[src/rtl/alu_pkg.sv]
// Shared definitions for the alu_pipe execute stage: ARM data-processing
// opcodes, opcode classification helpers and the multiply FSM state type.
package alu_pkg;

  localparam logic [3:0] OP_AND = 4'b0000;
  localparam logic [3:0] OP_EOR = 4'b0001;
  localparam logic [3:0] OP_SUB = 4'b0010;
  localparam logic [3:0] OP_RSB = 4'b0011;
  localparam logic [3:0] OP_ADD = 4'b0100;
  localparam logic [3:0] OP_ADC = 4'b0101;
  localparam logic [3:0] OP_SBC = 4'b0110;
  localparam logic [3:0] OP_RSC = 4'b0111;
  localparam logic [3:0] OP_TST = 4'b1000;
  localparam logic [3:0] OP_TEQ = 4'b1001;
  localparam logic [3:0] OP_CMP = 4'b1010;
  localparam logic [3:0] OP_CMN = 4'b1011;
  localparam logic [3:0] OP_ORR = 4'b1100;
  localparam logic [3:0] OP_MOV = 4'b1101;
  localparam logic [3:0] OP_BIC = 4'b1110;
  localparam logic [3:0] OP_MVN = 4'b1111;

  typedef enum logic [1:0] {
    S_IDLE = 2'd0,
    S_MUL  = 2'd1,
    S_DONE = 2'd2
  } state_t;

  // TST/TEQ/CMP/CMN only update flags, no register writeback
  function automatic logic is_test_op(input logic [3:0] op);
    return op[3:2] == 2'b10;
  endfunction

  // Ops whose carry comes from the shifter and whose V passes through
  function automatic logic is_logical_op(input logic [3:0] op);
    case (op)
      OP_AND, OP_EOR, OP_TST, OP_TEQ,
      OP_ORR, OP_MOV, OP_BIC, OP_MVN: return 1'b1;
      default:                        return 1'b0;
    endcase
  endfunction

endpackage

[src/rtl/alu_pipe_if.sv]
// Operand/result bus of the alu_pipe execute stage.
// slave: the ALU side; master: the issuing/writeback side.
interface alu_pipe_if #(
  parameter int unsigned WIDTH = 32
) ();
  logic             flush;
  logic             in_valid;
  logic             in_ready;
  logic [3:0]       opcode;
  logic             is_mul;
  logic             mul_acc;
  logic             set_flags;
  logic [WIDTH-1:0] a;
  logic [WIDTH-1:0] b;
  logic [WIDTH-1:0] acc;
  logic             shifter_c;
  logic             o_n;
  logic             o_z;
  logic             o_c;
  logic             o_v;
  logic             out_valid;
  logic             out_ready;
  logic [WIDTH-1:0] out;
  logic             wr_en;
  logic             n;
  logic             z;
  logic             c;
  logic             v;
  logic             undef;

  modport slave (
    input  flush, in_valid, opcode, is_mul, mul_acc, set_flags,
           a, b, acc, shifter_c, o_n, o_z, o_c, o_v, out_ready,
    output in_ready, out_valid, out, wr_en, n, z, c, v, undef
  );

  modport master (
    output flush, in_valid, opcode, is_mul, mul_acc, set_flags,
           a, b, acc, shifter_c, o_n, o_z, o_c, o_v, out_ready,
    input  in_ready, out_valid, out, wr_en, n, z, c, v, undef
  );
endinterface

[src/rtl/alu_mul_iter.sv]
// Iterative shift-add multiplier: WIDTH/STEP_BITS cycles per product,
// low WIDTH bits kept. Product register is preloaded with the accumulate
// term so MLA costs nothing extra. o_done is asserted in the final
// iteration cycle together with the finished o_result.
// Only instantiated when ALU_PIPE_MUL_EN is defined.
module alu_mul_iter #(
  parameter int unsigned WIDTH     = 32,
  parameter int unsigned STEP_BITS = 8
) (
  input  logic             clk,
  input  logic             rst,
  input  logic             i_abort,
  input  logic             i_start,
  input  logic [WIDTH-1:0] i_a,
  input  logic [WIDTH-1:0] i_b,
  input  logic [WIDTH-1:0] i_acc,
  output logic             o_done,
  output logic [WIDTH-1:0] o_result
);

  localparam int unsigned STEPS = WIDTH / STEP_BITS;
  localparam int unsigned CNT_W = $clog2(STEPS + 1);

  logic             r_busy;
  logic [CNT_W-1:0] r_cnt;
  logic [WIDTH-1:0] r_prod;
  logic [WIDTH-1:0] r_mcand;
  logic [WIDTH-1:0] r_mplier;
  logic [WIDTH-1:0] w_partial;
  logic [WIDTH-1:0] w_sum;

  // Partial product of the multiplicand and the current STEP_BITS slice
  always_comb begin
    w_partial = '0;
    for (int unsigned j = 0; j < STEP_BITS; j++) begin
      if (r_mplier[j]) w_partial = w_partial + (r_mcand << j);
    end
  end

  assign w_sum    = r_prod + w_partial;
  assign o_done   = r_busy && (r_cnt == CNT_W'(1));
  assign o_result = w_sum;

  // Iteration state: load on start, shift multiplicand/multiplier each step
  always_ff @(posedge clk) begin
    if (rst || i_abort) begin
      r_busy   <= 1'b0;
      r_cnt    <= '0;
      r_prod   <= '0;
      r_mcand  <= '0;
      r_mplier <= '0;
    end else if (i_start) begin
      r_busy   <= 1'b1;
      r_cnt    <= CNT_W'(STEPS);
      r_prod   <= i_acc;
      r_mcand  <= i_a;
      r_mplier <= i_b;
    end else if (r_busy) begin
      r_prod   <= w_sum;
      r_mcand  <= r_mcand << STEP_BITS;
      r_mplier <= r_mplier >> STEP_BITS;
      r_cnt    <= r_cnt - CNT_W'(1);
      if (r_cnt == CNT_W'(1)) r_busy <= 1'b0;
    end
  end

endmodule

[src/rtl/alu_pipe.sv]
// Execute-stage ALU: ARM data-processing ops with N/Z/C/V generation,
// registered result with valid/ready handshake. Optional iterative MUL/MLA
// engine enabled by defining ALU_PIPE_MUL_EN; without it a multiply
// completes in one cycle flagged undef with no writeback.
module alu_pipe
  import alu_pkg::*;
#(
  parameter int unsigned WIDTH         = 32,
  parameter int unsigned MUL_STEP_BITS = 8
) (
  input logic      clk,
  input logic      rst,
  alu_pipe_if.slave bus
);

  logic             w_accept;
  logic             w_busy;
  logic [WIDTH-1:0] w_op1;
  logic [WIDTH-1:0] w_op2;
  logic             w_cin;
  logic [WIDTH:0]   w_sum;
  logic             w_ovf;
  logic [WIDTH-1:0] w_logic;
  logic [WIDTH-1:0] w_res;
  logic             w_n, w_z, w_c, w_v;

  logic             r_out_valid;
  logic [WIDTH-1:0] r_out;
  logic             r_wr_en;
  logic             r_undef;
  logic             r_n, r_z, r_c, r_v;

  assign bus.in_ready = !w_busy && (!r_out_valid || bus.out_ready);
  assign w_accept     = bus.in_valid && bus.in_ready && !bus.flush;

  // Adder operand selection; subtraction is a + ~b + carry-in
  always_comb begin
    w_op1 = bus.a;
    w_op2 = bus.b;
    w_cin = 1'b0;
    case (bus.opcode)
      OP_SUB, OP_CMP: begin w_op2 = ~bus.b; w_cin = 1'b1; end
      OP_RSB: begin w_op1 = bus.b; w_op2 = ~bus.a; w_cin = 1'b1; end
      OP_ADC: w_cin = bus.o_c;
      OP_SBC: begin w_op2 = ~bus.b; w_cin = bus.o_c; end
      OP_RSC: begin w_op1 = bus.b; w_op2 = ~bus.a; w_cin = bus.o_c; end
      default: ;
    endcase
  end

  assign w_sum = {1'b0, w_op1} + {1'b0, w_op2} + {{WIDTH{1'b0}}, w_cin};
  assign w_ovf = (w_op1[WIDTH-1] == w_op2[WIDTH-1]) &&
                 (w_sum[WIDTH-1] != w_op1[WIDTH-1]);

  // Logical results
  always_comb begin
    w_logic = '0;
    case (bus.opcode)
      OP_AND, OP_TST: w_logic = bus.a & bus.b;
      OP_EOR, OP_TEQ: w_logic = bus.a ^ bus.b;
      OP_ORR:         w_logic = bus.a | bus.b;
      OP_MOV:         w_logic = bus.b;
      OP_BIC:         w_logic = bus.a & ~bus.b;
      OP_MVN:         w_logic = ~bus.b;
      default:        w_logic = '0;
    endcase
  end

  assign w_res = is_logical_op(bus.opcode) ? w_logic : w_sum[WIDTH-1:0];

  // Next flags for a data-processing op; S=0 passes current CPSR through
  always_comb begin
    w_n = bus.o_n;
    w_z = bus.o_z;
    w_c = bus.o_c;
    w_v = bus.o_v;
    if (bus.set_flags) begin
      w_n = w_res[WIDTH-1];
      w_z = (w_res == '0);
      w_c = is_logical_op(bus.opcode) ? bus.shifter_c : w_sum[WIDTH];
      w_v = is_logical_op(bus.opcode) ? bus.o_v : w_ovf;
    end
  end

`ifdef ALU_PIPE_MUL_EN
  state_t           r_state;
  state_t           w_state_nxt;
  logic             w_mul_done;
  logic [WIDTH-1:0] w_mul_res;
  logic [WIDTH-1:0] w_mul_init;
  logic             r_mul_s;
  logic             r_sv_n, r_sv_z, r_sv_c, r_sv_v;

  assign w_mul_init = bus.mul_acc ? bus.acc : '0;
  assign w_busy     = (r_state == S_MUL);

  alu_mul_iter #(
    .WIDTH     (WIDTH),
    .STEP_BITS (MUL_STEP_BITS)
  ) u_mul (
    .clk      (clk),
    .rst      (rst),
    .i_abort  (bus.flush),
    .i_start  (w_accept && bus.is_mul),
    .i_a      (bus.a),
    .i_b      (bus.b),
    .i_acc    (w_mul_init),
    .o_done   (w_mul_done),
    .o_result (w_mul_res)
  );

  // Multiply FSM state register; rst and flush both abort to idle
  always_ff @(posedge clk) begin
    if (rst || bus.flush) r_state <= S_IDLE;
    else                  r_state <= w_state_nxt;
  end

  // Multiply FSM next-state
  always_comb begin
    w_state_nxt = r_state;
    case (r_state)
      S_IDLE: if (w_accept && bus.is_mul) w_state_nxt = S_MUL;
      S_MUL:  if (w_mul_done) w_state_nxt = S_DONE;
      S_DONE: if (bus.out_ready)
                w_state_nxt = (w_accept && bus.is_mul) ? S_MUL : S_IDLE;
      default: w_state_nxt = S_IDLE;
    endcase
  end

  // CPSR and S bit captured at multiply acceptance for the final flags
  always_ff @(posedge clk) begin
    if (rst) begin
      r_mul_s <= 1'b0;
      r_sv_n  <= 1'b0;
      r_sv_z  <= 1'b0;
      r_sv_c  <= 1'b0;
      r_sv_v  <= 1'b0;
    end else if (w_accept && bus.is_mul) begin
      r_mul_s <= bus.set_flags;
      r_sv_n  <= bus.o_n;
      r_sv_z  <= bus.o_z;
      r_sv_c  <= bus.o_c;
      r_sv_v  <= bus.o_v;
    end
  end
`else
  assign w_busy = 1'b0;
`endif

  // Result stage: load on accept or multiply completion, drop on consume
  always_ff @(posedge clk) begin
    if (rst) begin
      r_out_valid <= 1'b0;
      r_out       <= '0;
      r_wr_en     <= 1'b0;
      r_undef     <= 1'b0;
      r_n         <= 1'b0;
      r_z         <= 1'b0;
      r_c         <= 1'b0;
      r_v         <= 1'b0;
    end else if (bus.flush) begin
      r_out_valid <= 1'b0;
    end else if (w_accept) begin
      if (bus.is_mul) begin
`ifdef ALU_PIPE_MUL_EN
        r_out_valid <= 1'b0;
`else
        r_out_valid <= 1'b1;
        r_out       <= '0;
        r_wr_en     <= 1'b0;
        r_undef     <= 1'b1;
        r_n         <= bus.o_n;
        r_z         <= bus.o_z;
        r_c         <= bus.o_c;
        r_v         <= bus.o_v;
`endif
      end else begin
        r_out_valid <= 1'b1;
        r_out       <= w_res;
        r_wr_en     <= !is_test_op(bus.opcode);
        r_undef     <= 1'b0;
        r_n         <= w_n;
        r_z         <= w_z;
        r_c         <= w_c;
        r_v         <= w_v;
      end
`ifdef ALU_PIPE_MUL_EN
    end else if (w_mul_done) begin
      r_out_valid <= 1'b1;
      r_out       <= w_mul_res;
      r_wr_en     <= 1'b1;
      r_undef     <= 1'b0;
      r_n         <= r_mul_s ? w_mul_res[WIDTH-1] : r_sv_n;
      r_z         <= r_mul_s ? (w_mul_res == '0) : r_sv_z;
      r_c         <= r_sv_c;
      r_v         <= r_sv_v;
`endif
    end else if (bus.out_ready) begin
      r_out_valid <= 1'b0;
    end
  end

  assign bus.out_valid = r_out_valid;
  assign bus.out       = r_out;
  assign bus.wr_en     = r_wr_en;
  assign bus.undef     = r_undef;
  assign bus.n         = r_n;
  assign bus.z         = r_z;
  assign bus.c         = r_c;
  assign bus.v         = r_v;

endmodule

[src/flat_wrapper.sv]
// flat-port wrapper written by rule: the top's interface ports become plain ports
module alu_pipe_flat import alu_pkg::*;
#(
  parameter int unsigned WIDTH         = 32,
  parameter int unsigned MUL_STEP_BITS = 8
)
  (clk, rst, bus_flush, bus_in_valid, bus_opcode, bus_is_mul, bus_mul_acc, bus_set_flags, bus_a, bus_b, bus_acc, bus_shifter_c, bus_o_n, bus_o_z, bus_o_c, bus_o_v, bus_out_ready, bus_in_ready, bus_out_valid, bus_out, bus_wr_en, bus_n, bus_z, bus_c, bus_v, bus_undef);
  alu_pipe_if #(.WIDTH(WIDTH)) bus_i ();
  input logic clk;
  input logic rst;
  input wire logic [$bits(bus_i.flush)-1:0] bus_flush;
  input wire logic [$bits(bus_i.in_valid)-1:0] bus_in_valid;
  input wire logic [$bits(bus_i.opcode)-1:0] bus_opcode;
  input wire logic [$bits(bus_i.is_mul)-1:0] bus_is_mul;
  input wire logic [$bits(bus_i.mul_acc)-1:0] bus_mul_acc;
  input wire logic [$bits(bus_i.set_flags)-1:0] bus_set_flags;
  input wire logic [$bits(bus_i.a)-1:0] bus_a;
  input wire logic [$bits(bus_i.b)-1:0] bus_b;
  input wire logic [$bits(bus_i.acc)-1:0] bus_acc;
  input wire logic [$bits(bus_i.shifter_c)-1:0] bus_shifter_c;
  input wire logic [$bits(bus_i.o_n)-1:0] bus_o_n;
  input wire logic [$bits(bus_i.o_z)-1:0] bus_o_z;
  input wire logic [$bits(bus_i.o_c)-1:0] bus_o_c;
  input wire logic [$bits(bus_i.o_v)-1:0] bus_o_v;
  input wire logic [$bits(bus_i.out_ready)-1:0] bus_out_ready;
  output wire logic [$bits(bus_i.in_ready)-1:0] bus_in_ready;
  output wire logic [$bits(bus_i.out_valid)-1:0] bus_out_valid;
  output wire logic [$bits(bus_i.out)-1:0] bus_out;
  output wire logic [$bits(bus_i.wr_en)-1:0] bus_wr_en;
  output wire logic [$bits(bus_i.n)-1:0] bus_n;
  output wire logic [$bits(bus_i.z)-1:0] bus_z;
  output wire logic [$bits(bus_i.c)-1:0] bus_c;
  output wire logic [$bits(bus_i.v)-1:0] bus_v;
  output wire logic [$bits(bus_i.undef)-1:0] bus_undef;
  assign bus_i.flush = bus_flush;
  assign bus_i.in_valid = bus_in_valid;
  assign bus_i.opcode = bus_opcode;
  assign bus_i.is_mul = bus_is_mul;
  assign bus_i.mul_acc = bus_mul_acc;
  assign bus_i.set_flags = bus_set_flags;
  assign bus_i.a = bus_a;
  assign bus_i.b = bus_b;
  assign bus_i.acc = bus_acc;
  assign bus_i.shifter_c = bus_shifter_c;
  assign bus_i.o_n = bus_o_n;
  assign bus_i.o_z = bus_o_z;
  assign bus_i.o_c = bus_o_c;
  assign bus_i.o_v = bus_o_v;
  assign bus_i.out_ready = bus_out_ready;
  assign bus_in_ready = bus_i.in_ready;
  assign bus_out_valid = bus_i.out_valid;
  assign bus_out = bus_i.out;
  assign bus_wr_en = bus_i.wr_en;
  assign bus_n = bus_i.n;
  assign bus_z = bus_i.z;
  assign bus_c = bus_i.c;
  assign bus_v = bus_i.v;
  assign bus_undef = bus_i.undef;
  alu_pipe #(.WIDTH(WIDTH), .MUL_STEP_BITS(MUL_STEP_BITS)) u_core (.clk(clk), .rst(rst), .bus(bus_i));
endmodule
[config.mk]
export PLATFORM = sky130hd
export DESIGN_NAME = alu_pipe_flat
export DESIGN_NICKNAME = d
export VERILOG_FILES = /design/src/rtl/alu_pkg.sv /design/src/rtl/alu_pipe_if.sv /design/src/rtl/alu_mul_iter.sv /design/src/rtl/alu_pipe.sv /design/src/flat_wrapper.sv
export SDC_FILE = /design/constraint.sdc
export NUM_CORES = 1
export LEC_CHECK = 0
export BUFFER_PORTS_ARGS = -buffer_cell sky130_fd_sc_hd__buf_2
export CAP_MARGIN = 30
export CORE_MARGIN = 4
export CORE_UTILIZATION = 33
export CTS_BUF_LIST = sky130_fd_sc_hd__clkbuf_4 sky130_fd_sc_hd__clkbuf_8
export DETAILED_ROUTE_END_ITERATION = 8
export HOLD_SLACK_MARGIN = 0.06
export PLACE_DENSITY = 0.57
export SLEW_MARGIN = 15
export SYNTH_ARGS = -nofsm -noshare
export SYNTH_HDL_FRONTEND = slang
export SYNTH_SLANG_ARGS = --single-unit
export TNS_END_PERCENT = 1
[constraint.sdc]
create_clock -name clk -period 7.6 [get_ports clk]
set_input_delay 1.14 -clock clk [delete_from_list [all_inputs] [get_ports clk]]
set_output_delay 1.14 -clock clk [all_outputs]
set_load 0.05 [all_outputs]
==> flow_summary.ini <==
[status]
status = complete, no violations

[yosys]
synthTopCellsByArea = ha_1, dfxtp_1, o21ai_0
syn-num-nets = 1199
ys.flop_type = dfxtp_1
ys_ff_latch = 39
synth_top_area_share = 0.118
synth_top_family_by_area = compound AO/OA/AOI/OAI gates
synth-xor-area-share = 0.0250
seq_area_frac_synth = 0.117
yosys_warnings = 0
synthArstFlopShare = 0
syn_inst = 1021
synth.area.mux_share = 0.0184
yosys.area.top_type = ha_1
synth_edf_count = 0
netlist_area_um2 = 6660
synthDistinctLibCells = 84
synth-compound-area-share = 0.397
avgSynthCellArea_um2 = 6.52
synthSimpleGateAreaFrac = 0.225
synthAdderAreaFrac = 0.124

[place]
place_hpwl_um = 19000
io_buffers = 119
gp_routability_congestion = 0.922
pre_cts_slack_ns = 1.83
postPlaceCellArea_um2 = 7370

[setup_path]
path_class = input pin to register
crit_path_end = u_core.bus.z
reg2reg_slack_ns = 5.09
crit_top_cell = o21ai_0
crit_family = compound AO/OA/AOI/OAI gates
crit_chain = buf_2 > and2_4 > o21ai_2 > nand2_1 > o21ai_0 > o21ai_0 > fa_1 > inv_1 > fa_1 > nand2b_1 > a21oi_1 > a31o_1 > o21ai_0 > a31oi_1 > nand4_1 > nor4_1 > and4_1 > nand4_1 > o21ai_1
startpoint_type = input pin
startpoint = bus_opcode[2]
cp-end-kind = register
cpMaxStageDelayCell = and2_4
worstRegToRegCells = 10
crit_cells = 19
crit_buf_inv = 2
timing.rr.start = u_core.bus.out_valid
critPathRequiredTime_ns = 7.83
r2r-end = u_core.bus.z
max_stage_delay_ns = 0.48
critPathArrivalTime_ns = 5.76
path_max_fanout = 28

[floorplanning]
start_util = 0.339
io_pins = 153
die_w_um = 150
die_y_um = 150
core.rowCount = 51
core_area_um2 = 19700
die-area_um2 = 22500

[worst_hold_path]
hp-class = register to register

[detailed_routing]
dr.pass1.iters = 8
drtIter0Drc = 741
wl_um = 25200
drt-vias-per-instance = 5.72
wire_per_inst_um = 18.6
ant_nets = 0
drc = 0
dr_total_vias = 7759

[clocking]
cts_buffer_depth = 2
cts_setup_buffers = 0
root_buffer = clkbuf_8
clock_latency_ns = 0.29
cts_buffers = 5
htreeDepth = 2
cts_tree = done
clkSlewWorstSetupHoldPaths_ns = 0.07
cts.sinks = 39
cts_resized = 0
holdBufCountCts = 0

[global_routing]
antenna_found_initial = 0
grt_pass1_wl_um = 39600
gr-usage-all-layers = 0.219
overflow = 0
grt_max_degree = 67
first_global_vias = 7066

[pwr]
p_leak_nw = 3.34
irDropWorstVdd_v = 0.0000804
p_total_w = 0.000993
powerDensity_nw_per_um2 = 133

[sta]
rsz0062_at_grt = no
postLayoutSetupSlackWorst_ns = 2.06
hold_violations = 0
tns_ns = 0
worst_pin_slew_ns = 0.868
setup_violations = 0
fin_skew_ns = 0.00281
fmax_mhz = 181
slew_headroom = 0.420
fin_crit_sh = 0.728
slew_violations = 0
finalCriticalPeriod_ns = 5.54

[final_layout]
drive_gt1_frac = 0.156
final_common_cell = o21ai_0
diodes = 0
final_cell_mix = o21ai_0, nand2_1, buf_2, a21oi_1, inv_1
area_growth_pct = 12.2
stdcell_area_um2 = 7470
nets = 1269

[flow_run]
maxCapViolCount = 0
synthesized netlist by cell type, types with 10 or more instances:
| cell | number |
|---|---|
| o21ai_0 | 144 |
| nand2_1 | 129 |
| a21oi_1 | 82 |
| inv_1 | 78 |
| nor2_1 | 77 |
| ha_1 | 63 |
| a22oi_1 | 40 |
| clkbuf_1 | 40 |
| dfxtp_1 | 39 |
| buf_2 | 24 |
| nand3_1 | 20 |
| nor3_1 | 19 |
| a211oi_1 | 15 |
| nand2b_1 | 11 |
| o22ai_1 | 11 |
| xnor2_1 | 11 |
| mux2i_1 | 10 |
| nor2b_1 | 10 |
cells by family after synthesis:
group,Yosys count
AOI/OAI and AO/OA,415
and+or+nand+nor,321
buffers and inverters,150
adders and majority gates,65
DFF,39
xor gates and xnor gates,19
muxes,12
worst min path at each step:
| stage | to | startpoint | cells after the start |
|---|---|---|---|
| global placement | u_core.bus.out[10] | u_core.bus.out[10] | 2 |
| CTS | u_core.bus.n | u_core.bus.n | 2 |
| finish | u_core.bus.n | u_core.bus.n | 2 |
| floorplan | u_core.bus.n | u_core.bus.n | 2 |
| global route | u_core.bus.undef | u_core.bus.undef | 2 |
| detailed placement | u_core.bus.n | u_core.bus.n | 2 |
power by group:
part	total, W	internal [W]	switching, W
Clock	0.000140	0.0000715	0.0000689
Combinational	0.000634	0.000223	0.000410
Sequential	0.000219	0.000214	0.00000512
Total	0.000993	0.000509	0.000484
layer usage:
layer / GRT usage / up-vias / wire, um
met4: 0.0343 / 0 / 357
met1: 0.299 / 3616 / 11100
li1: - / 3878 / -
met5: 0 / - / 0
met2: 0.380 / 245 / 12300
met3: 0.0191 / 20 / 1430
cell type report:
class | instances | area [um2]
Clock inverter | 1 | 5.00
Inverter | 79 | 297
Sequential cell | 39 | 781
Tap cell | 265 | 332
Clock buffer | 7 | 83.8
Fill cell | 2183 | 12200
Multi-Input combinational cell | 832 | 5260
Timing Repair Buffer | 134 | 706
metrics by stage:
| step | hold slack (ns) | cells | utilization |
|---|---|---|---|
| floorplan | 0.671 | 1021 | - |
| global placement | 0.440 | 1347 | 0.375 |
| detailed placement | 0.448 | 1348 | 0.375 |
| CTS | 0.457 | 1356 | 0.380 |
| global route | 0.482 | 1357 | 0.380 |
| finish | 0.453 | 1357 | 0.380 |
flip-flops by register name (all words and copies together), names as in the netlist:
name,cells
u_core.bus.z,1
u_core.bus.c,1
u_core.bus.out,32
u_core.bus.n,1
u_core.bus.v,1
u_core.bus.wr_en,1
u_core.bus.undef,1
u_core.bus.out_valid,1
tightest hold or removal path, delay by kind of cell (launching register included):
family	cells	cell delay (ns)
AOI/OAI and AO/OA	1	0.05
DFF	1	0.31
and+or+nand+nor	1	0.05
(Power assumes the default switching activity.)
